$ cat src/rtl/bank_account_server_if.sv
// Request/response channel between the ATM controller (master) and the bank server (slave).
interface bank_account_server_if #(
  parameter int CARD_W = 8,
  parameter int PIN_W  = 4,
  parameter int BAL_W  = 5
);
  logic              req_valid;
  logic              req_ready;
  logic [1:0]        req_op;
  logic [CARD_W-1:0] req_cardno;
  logic [PIN_W-1:0]  req_pin;
  logic [BAL_W-1:0]  req_amount;
  logic              rsp_valid;
  logic              rsp_ready;
  logic [2:0]        rsp_status;
  logic [BAL_W-1:0]  rsp_balance;

  modport master (
    output req_valid, req_op, req_cardno, req_pin, req_amount, rsp_ready,
    input  req_ready, rsp_valid, rsp_status, rsp_balance
  );

  modport slave (
    input  req_valid, req_op, req_cardno, req_pin, req_amount, rsp_ready,
    output req_ready, rsp_valid, rsp_status, rsp_balance
  );
endinterface

$ cat src/rtl/bank_account_server.sv
// Bank-side account table: linear card search, PIN check with lockout, and
// deposit/withdraw/query against the authoritative balance.
//
// state  | meaning
// IDLE   | accepting provisioning writes or a new ATM request
// SEARCH | scanning one table entry per cycle for the captured card
// EXEC   | applying lock/PIN/op rules to the hit entry
// RESP   | holding the response until the ATM takes it
module bank_account_server #(
  parameter int NUM_ACCTS  = 8,
  parameter int CARD_W     = 8,
  parameter int PIN_W      = 4,
  parameter int BAL_W      = 5,
  parameter int LOCK_LIMIT = 3,
  localparam int IDX_W     = $clog2(NUM_ACCTS),
  localparam int CNT_W     = $clog2(LOCK_LIMIT + 1)
) (
  input  logic              clk,
  input  logic              rst_n,
  bank_account_server_if.slave bus,
  input  logic              prog_en,
  input  logic [IDX_W-1:0]  prog_idx,
  input  logic [CARD_W-1:0] prog_cardno,
  input  logic [PIN_W-1:0]  prog_pin,
  input  logic [BAL_W-1:0]  prog_balance
);

  typedef enum logic [1:0] {S_IDLE, S_SEARCH, S_EXEC, S_RESP} state_t;

  localparam logic [1:0] OP_VERIFY   = 2'b00;
  localparam logic [1:0] OP_DEPOSIT  = 2'b01;
  localparam logic [1:0] OP_WITHDRAW = 2'b10;

  localparam logic [2:0] ST_OK           = 3'b000;
  localparam logic [2:0] ST_NOT_FOUND    = 3'b001;
  localparam logic [2:0] ST_BAD_PIN      = 3'b010;
  localparam logic [2:0] ST_LOCKED       = 3'b011;
  localparam logic [2:0] ST_INSUFFICIENT = 3'b100;
  localparam logic [2:0] ST_OVERFLOW     = 3'b101;
  localparam logic [2:0] ST_BAD_AMOUNT   = 3'b110;

  localparam logic [IDX_W-1:0] LAST_IDX = IDX_W'(NUM_ACCTS - 1);
  localparam logic [CNT_W-1:0] LIMIT    = CNT_W'(LOCK_LIMIT);

  state_t            state_q, state_d;
  logic [1:0]        op_q, op_d;
  logic [CARD_W-1:0] card_q, card_d;
  logic [PIN_W-1:0]  pin_q, pin_d;
  logic [BAL_W-1:0]  amt_q, amt_d;
  logic [IDX_W-1:0]  idx_q, idx_d;
  logic [2:0]        status_q, status_d;
  logic [BAL_W-1:0]  rbal_q, rbal_d;

  logic [NUM_ACCTS-1:0] valid_q, valid_d;
  logic [NUM_ACCTS-1:0] lock_q, lock_d;
  logic [CNT_W-1:0]     cnt_q   [NUM_ACCTS];
  logic [CNT_W-1:0]     cnt_d   [NUM_ACCTS];
  logic [CARD_W-1:0]    acard_q [NUM_ACCTS];
  logic [CARD_W-1:0]    acard_d [NUM_ACCTS];
  logic [PIN_W-1:0]     apin_q  [NUM_ACCTS];
  logic [PIN_W-1:0]     apin_d  [NUM_ACCTS];
  logic [BAL_W-1:0]     abal_q  [NUM_ACCTS];
  logic [BAL_W-1:0]     abal_d  [NUM_ACCTS];

  logic [BAL_W:0] sum;
  logic           hit;

  assign bus.req_ready   = (state_q == S_IDLE) && !prog_en;
  assign bus.rsp_valid   = (state_q == S_RESP);
  assign bus.rsp_status  = status_q;
  assign bus.rsp_balance = rbal_q;

  always_ff @(posedge clk or negedge rst_n) begin
    if (!rst_n) begin
      state_q  <= S_IDLE;
      op_q     <= '0;
      card_q   <= '0;
      pin_q    <= '0;
      amt_q    <= '0;
      idx_q    <= '0;
      status_q <= ST_OK;
      rbal_q   <= '0;
      valid_q  <= '0;
      lock_q   <= '0;
      cnt_q    <= '{default: '0};
      acard_q  <= '{default: '0};
      apin_q   <= '{default: '0};
      abal_q   <= '{default: '0};
    end else begin
      state_q  <= state_d;
      op_q     <= op_d;
      card_q   <= card_d;
      pin_q    <= pin_d;
      amt_q    <= amt_d;
      idx_q    <= idx_d;
      status_q <= status_d;
      rbal_q   <= rbal_d;
      valid_q  <= valid_d;
      lock_q   <= lock_d;
      cnt_q    <= cnt_d;
      acard_q  <= acard_d;
      apin_q   <= apin_d;
      abal_q   <= abal_d;
    end
  end

  always_comb begin
    state_d  = state_q;
    op_d     = op_q;
    card_d   = card_q;
    pin_d    = pin_q;
    amt_d    = amt_q;
    idx_d    = idx_q;
    status_d = status_q;
    rbal_d   = rbal_q;
    valid_d  = valid_q;
    lock_d   = lock_q;
    cnt_d    = cnt_q;
    acard_d  = acard_q;
    apin_d   = apin_q;
    abal_d   = abal_q;

    // Extra bit catches deposit overflow without wrapping.
    sum = {1'b0, abal_q[idx_q]} + {1'b0, amt_q};
    hit = valid_q[idx_q] && (acard_q[idx_q] != '0) && (acard_q[idx_q] == card_q);

    case (state_q)
      S_IDLE: begin
        if (prog_en) begin
          if (int'(prog_idx) < NUM_ACCTS) begin
            valid_d[prog_idx] = (prog_cardno != '0);
            lock_d[prog_idx]  = 1'b0;
            cnt_d[prog_idx]   = '0;
            acard_d[prog_idx] = prog_cardno;
            apin_d[prog_idx]  = prog_pin;
            abal_d[prog_idx]  = prog_balance;
          end
        end else if (bus.req_valid) begin
          op_d    = bus.req_op;
          card_d  = bus.req_cardno;
          pin_d   = bus.req_pin;
          amt_d   = bus.req_amount;
          idx_d   = '0;
          state_d = S_SEARCH;
        end
      end

      S_SEARCH: begin
        if (hit) begin
          state_d = S_EXEC;
        end else if (idx_q == LAST_IDX) begin
          status_d = ST_NOT_FOUND;
          rbal_d   = '0;
          state_d  = S_RESP;
        end else begin
          idx_d = idx_q + IDX_W'(1);
        end
      end

      S_EXEC: begin
        state_d = S_RESP;
        if (lock_q[idx_q]) begin
          status_d = ST_LOCKED;
          rbal_d   = '0;
        end else if (apin_q[idx_q] != pin_q) begin
          if (cnt_q[idx_q] < LIMIT) cnt_d[idx_q] = cnt_q[idx_q] + CNT_W'(1);
          if (cnt_q[idx_q] >= LIMIT - CNT_W'(1)) lock_d[idx_q] = 1'b1;
          status_d = ST_BAD_PIN;
          rbal_d   = '0;
        end else begin
          cnt_d[idx_q] = '0;
          status_d     = ST_OK;
          rbal_d       = abal_q[idx_q];
          if (op_q == OP_DEPOSIT || op_q == OP_WITHDRAW) begin
            if (amt_q == '0) begin
              status_d = ST_BAD_AMOUNT;
            end else if (op_q == OP_DEPOSIT) begin
              if (sum[BAL_W]) begin
                status_d = ST_OVERFLOW;
              end else begin
                abal_d[idx_q] = sum[BAL_W-1:0];
                rbal_d        = sum[BAL_W-1:0];
              end
            end else if (amt_q > abal_q[idx_q]) begin
              status_d = ST_INSUFFICIENT;
            end else begin
              abal_d[idx_q] = abal_q[idx_q] - amt_q;
              rbal_d        = abal_q[idx_q] - amt_q;
            end
          end else if (op_q == OP_VERIFY) begin
            rbal_d = abal_q[idx_q];
          end
        end
      end

      S_RESP: begin
        if (bus.rsp_ready) state_d = S_IDLE;
      end

      default: state_d = S_IDLE;
    endcase
  end

endmodule

$ cat src/flat_wrapper.sv
// flat-port wrapper written by rule: the top's interface ports become plain ports
module bank_account_server_flat 
#(
  parameter int NUM_ACCTS  = 8,
  parameter int CARD_W     = 8,
  parameter int PIN_W      = 4,
  parameter int BAL_W      = 5,
  parameter int LOCK_LIMIT = 3,
  localparam int IDX_W     = $clog2(NUM_ACCTS),
  localparam int CNT_W     = $clog2(LOCK_LIMIT + 1)
)
  (clk, rst_n, prog_en, prog_idx, prog_cardno, prog_pin, prog_balance, bus_req_valid, bus_req_op, bus_req_cardno, bus_req_pin, bus_req_amount, bus_rsp_ready, bus_req_ready, bus_rsp_valid, bus_rsp_status, bus_rsp_balance);
  bank_account_server_if #(.CARD_W(CARD_W), .PIN_W(PIN_W), .BAL_W(BAL_W)) bus_i ();
  input  logic clk;
  input  logic rst_n;
  input  logic prog_en;
  input  logic [IDX_W-1:0] prog_idx;
  input  logic [CARD_W-1:0] prog_cardno;
  input  logic [PIN_W-1:0] prog_pin;
  input  logic [BAL_W-1:0] prog_balance;
  input wire logic [$bits(bus_i.req_valid)-1:0] bus_req_valid;
  input wire logic [$bits(bus_i.req_op)-1:0] bus_req_op;
  input wire logic [$bits(bus_i.req_cardno)-1:0] bus_req_cardno;
  input wire logic [$bits(bus_i.req_pin)-1:0] bus_req_pin;
  input wire logic [$bits(bus_i.req_amount)-1:0] bus_req_amount;
  input wire logic [$bits(bus_i.rsp_ready)-1:0] bus_rsp_ready;
  output wire logic [$bits(bus_i.req_ready)-1:0] bus_req_ready;
  output wire logic [$bits(bus_i.rsp_valid)-1:0] bus_rsp_valid;
  output wire logic [$bits(bus_i.rsp_status)-1:0] bus_rsp_status;
  output wire logic [$bits(bus_i.rsp_balance)-1:0] bus_rsp_balance;
  assign bus_i.req_valid = bus_req_valid;
  assign bus_i.req_op = bus_req_op;
  assign bus_i.req_cardno = bus_req_cardno;
  assign bus_i.req_pin = bus_req_pin;
  assign bus_i.req_amount = bus_req_amount;
  assign bus_i.rsp_ready = bus_rsp_ready;
  assign bus_req_ready = bus_i.req_ready;
  assign bus_rsp_valid = bus_i.rsp_valid;
  assign bus_rsp_status = bus_i.rsp_status;
  assign bus_rsp_balance = bus_i.rsp_balance;
  bank_account_server #(.NUM_ACCTS(NUM_ACCTS), .CARD_W(CARD_W), .PIN_W(PIN_W), .BAL_W(BAL_W), .LOCK_LIMIT(LOCK_LIMIT)) u_core (.clk(clk), .rst_n(rst_n), .bus(bus_i), .prog_en(prog_en), .prog_idx(prog_idx), .prog_cardno(prog_cardno), .prog_pin(prog_pin), .prog_balance(prog_balance));
endmodule
$ cat config.mk
export PLATFORM = sky130hd
export DESIGN_NAME = bank_account_server_flat
export DESIGN_NICKNAME = d
export VERILOG_FILES = /design/src/rtl/bank_account_server_if.sv /design/src/rtl/bank_account_server.sv /design/src/flat_wrapper.sv
export SDC_FILE = /design/constraint.sdc
export NUM_CORES = 1
export LEC_CHECK = 0
export ABC_AREA = 1
export BUFFER_PORTS_ARGS = -buffer_cell sky130_fd_sc_hd__buf_2
export CAP_MARGIN = 5
export CORE_ASPECT_RATIO = 2
export CORE_MARGIN = 2
export CORE_UTILIZATION = 56
export CTS_CLUSTER_SIZE = 25
export DETAILED_ROUTE_END_ITERATION = 8
export PLACE_DENSITY = 0.77
export SLEW_MARGIN = 20
export SYNTH_ARGS = -nofsm -noshare
export SYNTH_HDL_FRONTEND = slang
export SYNTH_SLANG_ARGS = --single-unit
$ cat constraint.sdc
create_clock -name clk -period 3.51 [get_ports clk]
set_input_delay 0.351 -clock clk [delete_from_list [all_inputs] [get_ports clk]]
set_output_delay 0.351 -clock clk [all_outputs]
set_load 0.02 [all_outputs]
==> flow_metrics.env <==
export IMPL_status="finished, final reports clean"
export IMPL_syn_nets=1678
export IMPL_synthCells=1613
export IMPL_tns_ns=0
export IMPL_swShare_pct=46.3
export IMPL_worstSetupEndpointType="register"
export IMPL_cts_root_buffer="clkbuf_16"
export IMPL_die_area_um2=21800
export IMPL_die_h_um=207
export IMPL_cts_tree="yes"
export IMPL_synth_largest_area_cell="dfrtp_1"
export IMPL_setup_ws_ns=0.170
export IMPL_first_pass_iters=6
export IMPL_syn2layout_area_growth_pct=11.9
export IMPL_drive_gt1_share_pct=11.4
export IMPL_peakVddDrop_uv=516
export IMPL_yosysWarnings=0
export IMPL_setup_viol=0
export IMPL_drtIter0Drc=809
export IMPL_start_util_pct=56.7
export IMPL_top_level_ports=54
export IMPL_relSlewSlack_pct=33.7
export IMPL_clkPwrFrac_pct=17.4
export IMPL_ant_nets=0
export IMPL_synth_area_leaders="dfrtp_1 (44%), nand2_1 (20%), o21ai_0 (8.4%)"
export IMPL_crit_required_ns=3.89
export IMPL_wl_per_cell_um=17.5
export IMPL_die_width_um=105
export IMPL_cts_made_buffers=17
export IMPL_leakage_uw=0.00662
export IMPL_crit_fanout=8
export IMPL_grt_pass1_vias=10400
export IMPL_arrival_ns=3.72
export IMPL_synth_cell_type_count=41
export IMPL_slowest_stage="dfrtp_2"
export IMPL_drc_errors=0
export IMPL_hold_viol_final=0
export IMPL_hp_class="primary input to register"
export IMPL_fin_crit_sh_pct=95.2
export IMPL_crit_path_start_kind="register"
export IMPL_grt_use_total_pct=32.8
export IMPL_synth_top_area_share_pct=43.5
export IMPL_crit_type="register to register"
export IMPL_avgSynthCellArea_um2=7.13
export IMPL_grt_pass1_wl_mm=54.7
export IMPL_fin_area_um2=12900
export IMPL_ys_ff_latch=200
export IMPL_drt_vias_per_instance=5.65
export IMPL_cts_clk_slew_worst_paths_ns=0.07
export IMPL_max_clock_path_buffers=2
export IMPL_maxCapViolCount=0
export IMPL_dp_hpwl_mm=25.1
export IMPL_via_count=11100
export IMPL_cpPeakStageDelay_ns=0.45
export IMPL_p_per_area_nw_per_um2=894
export IMPL_h_tree_depth=4
export IMPL_fin_total_pwr_uw=11500
export IMPL_gp_congestion=1.01
export IMPL_p_switching_uw=5320
export IMPL_place_area_um2=12200
export IMPL_fmax_mhz=299
export IMPL_dp_slack_ns=0.0720
export IMPL_grt_max_degree=95
export IMPL_postRouteWirelength_mm=34.3
export IMPL_p_int_uw=6170
export IMPL_combPwrFrac_pct=49.7
export IMPL_core_area_um2=20300
export IMPL_path_cells="buf_4, nor2_4, nand2_2, o22ai_1, a211oi_1, nand2_1, ha_2, inv_1, fa_1, or2_2, o21ai_1, xor2_1, or2_4, nand3_1, o21ai_0, inv_1, o21ai_0"
export IMPL_finClkSkew_ns=0.00609
export IMPL_clock_sinks=200
export IMPL_port_buffers=53
export IMPL_antennaDiodeCount=0
export IMPL_layout_min_cycle_time_ns=3.34
export IMPL_seq_power_share_pct=32.9
export IMPL_hold_ws_ns=0.120
export IMPL_rows=74
export IMPL_seq_area_frac_synth_pct=43.5
export IMPL_antenna_found_initial=0
export IMPL_synth_area_um2=11500
export IMPL_worst_slew_pin_slew_ns=0.992
export IMPL_finalNetCount=1747
export IMPL_slew_violations=0
export IMPL_overflow=0
export IMPL_clk_latency_ns=0.47
-- per-layer routing --
metal / track usage, % / wire length (µm) / vias up
met2: 57.4 / 17700 / 406
met3: 4.80 / 1800 / 159
met1: 35.3 / 12000 / 5203
met5: 0 / 0 / -
met4: 25.4 / 2730 / 0
li1: - / - / 5314
-- placed cells by master (no fill, tap or decap), types with 3 or more instances in the layout --
| master | instances |
|---|---|
| o21ai_1 | 13 |
| a22o_1 | 3 |
| xor2_1 | 3 |
| nor2_2 | 8 |
| nand4_1 | 12 |
| a21oi_1 | 25 |
| inv_1 | 175 |
| o21ai_0 | 193 |
| clkbuf_16 | 17 |
| o22ai_1 | 21 |
| nand2_4 | 3 |
| nand3_1 | 125 |
| inv_2 | 4 |
| nor2_1 | 67 |
| buf_2 | 52 |
| o211ai_1 | 5 |
| o21bai_1 | 5 |
| nand2_2 | 6 |
| clkinvlp_4 | 6 |
| nor2_4 | 8 |
| ha_1 | 17 |
| a22oi_1 | 14 |
| buf_4 | 51 |
| a221oi_1 | 3 |
| nand2_1 | 605 |
| nand3_2 | 3 |
| mux2_2 | 7 |
| or2_2 | 9 |
| dfrtp_1 | 198 |
| nor3_1 | 6 |
-- power groups by stage --
stage,clock network (µW),registers (µW),logic (µW)
3_5_place_dp,0,3800,5560
6_report,1990,3780,5720
4_1_cts,2020,3760,5590
2_1_floorplan,0,3630,3930
5_1_grt,2110,3880,6370
3_3_place_gp,0,3770,5450
-- area by class of cell --
| class | instances | area (µm²) |
|---|---|---|
| tap | 266 | 333 |
| clock buffer | 19 | 443 |
| clock inverter | 13 | 148 |
| timing repair buffer | 106 | 687 |
| sequential | 200 | 5010 |
| fill | 1852 | 7410 |
| multi-input combinational | 1175 | 5560 |
| inverter | 182 | 686 |
-- cell usage after synthesis (all sizes together) --
cell type / number
a211oi: 2
a21boi: 1
a21oi: 25
a221oi: 3
a22o: 3
a22oi: 14
buf: 29
clkbuf: 27
clkinv: 2
dfrtp: 200
fa: 2
ha: 19
inv: 180
mux2: 7
nand2: 614
nand3: 128
nand3b: 1
nand4: 12
nor2: 84
nor3: 6
o2111ai: 1
o211ai: 5
o21ai: 206
o21bai: 5
o221a: 1
o22ai: 21
o31ai: 2
or2: 10
xor2: 3
-- worst paths after layout --
| kind | startpoint | endpoint | slack (ns) | cells after the start |
|---|---|---|---|---|
| min in group asynchronous | rst_n | u_core.cnt_q[2] | 0.46 | 2 |
| setup reg to reg | u_core.idx_q[1] | u_core.abal_q[24] | 0.17 | 17 |
| setup / recovery | u_core.idx_q[1] | u_core.abal_q[24] | 0.17 | 17 |
| max in group asynchronous | rst_n | u_core.acard_q[33] | 2.05 | 3 |
| hold reg to reg | u_core.acard_q[58] | u_core.acard_q[58] | 0.48 | 2 |
| hold / removal | bus_req_cardno[3] | u_core.card_q[3] | 0.12 | 2 |
-- critical path: cells and delay by family, from the launching register on --
| family | cells | cell delay (ns) |
|---|---|---|
| AOI/OAI and AO/OA | 5 | 0.64 |
| xor gates and xnor gates | 1 | 0.20 |
| adders and majority gates | 2 | 0.63 |
| buffers and inverters | 3 | 0.28 |
| DFF | 1 | 0.45 |
| and+or+nand+nor | 6 | 1.06 |
-- cells by family (layout without fill, tap and decap cells) --
| logic type | Yosys count | after routing | synth area share (%) |
|---|---|---|---|
| flip-flops | 200 | 200 | 43.5 |
| AND/OR/NAND/NOR | 855 | 855 | 31.0 |
| buffers and inverters | 238 | 320 | 8.47 |
| XOR/XNOR | 3 | 3 | 0.229 |
| AO/OA/AOI/OAI | 289 | 289 | 13.7 |
| adder cells (fa/ha/maj) | 21 | 21 | 2.42 |
| multiplexers | 7 | 7 | 0.686 |
-- timing repair --
| action | 4_1_cts | 5_1_grt |
|---|---|---|
| hold endpoints to repair | 65 | 0 |
| endpoints found under the setup margin | 0 | 41 |
| gates resized for setup | 0 | 14 |
| hold buffers | 1 | 0 |
| buffers inserted | 0 | 2 |
-- stage by stage --
stage | instances | utilization, %
after detailed placement | 1926 | 60.2
after global placement | 1926 | 60.2
after floorplan | 1613 | -
after global routing | 1961 | 63.4
after CTS | 1959 | 63.2
final | 1961 | 63.4
-- sequential cells by signal, summed over array words and instances, names as in the netlist --
| signal | flops |
|---|---|
| u_core.op_q | 2 |
| u_core.pin_q | 4 |
| u_core.cnt_q | 16 |
| u_core.card_q | 8 |
| u_core.bus.rsp_status | 3 |
| u_core.abal_q | 40 |
| u_core.acard_q | 64 |
| u_core.idx_q | 3 |
| u_core.state_q | 2 |
| u_core.apin_q | 32 |
| u_core.lock_q | 8 |
| u_core.amt_q | 5 |
| u_core.valid_q | 8 |
| u_core.bus.rsp_balance | 5 |
(Power assumes the default switching activity.)
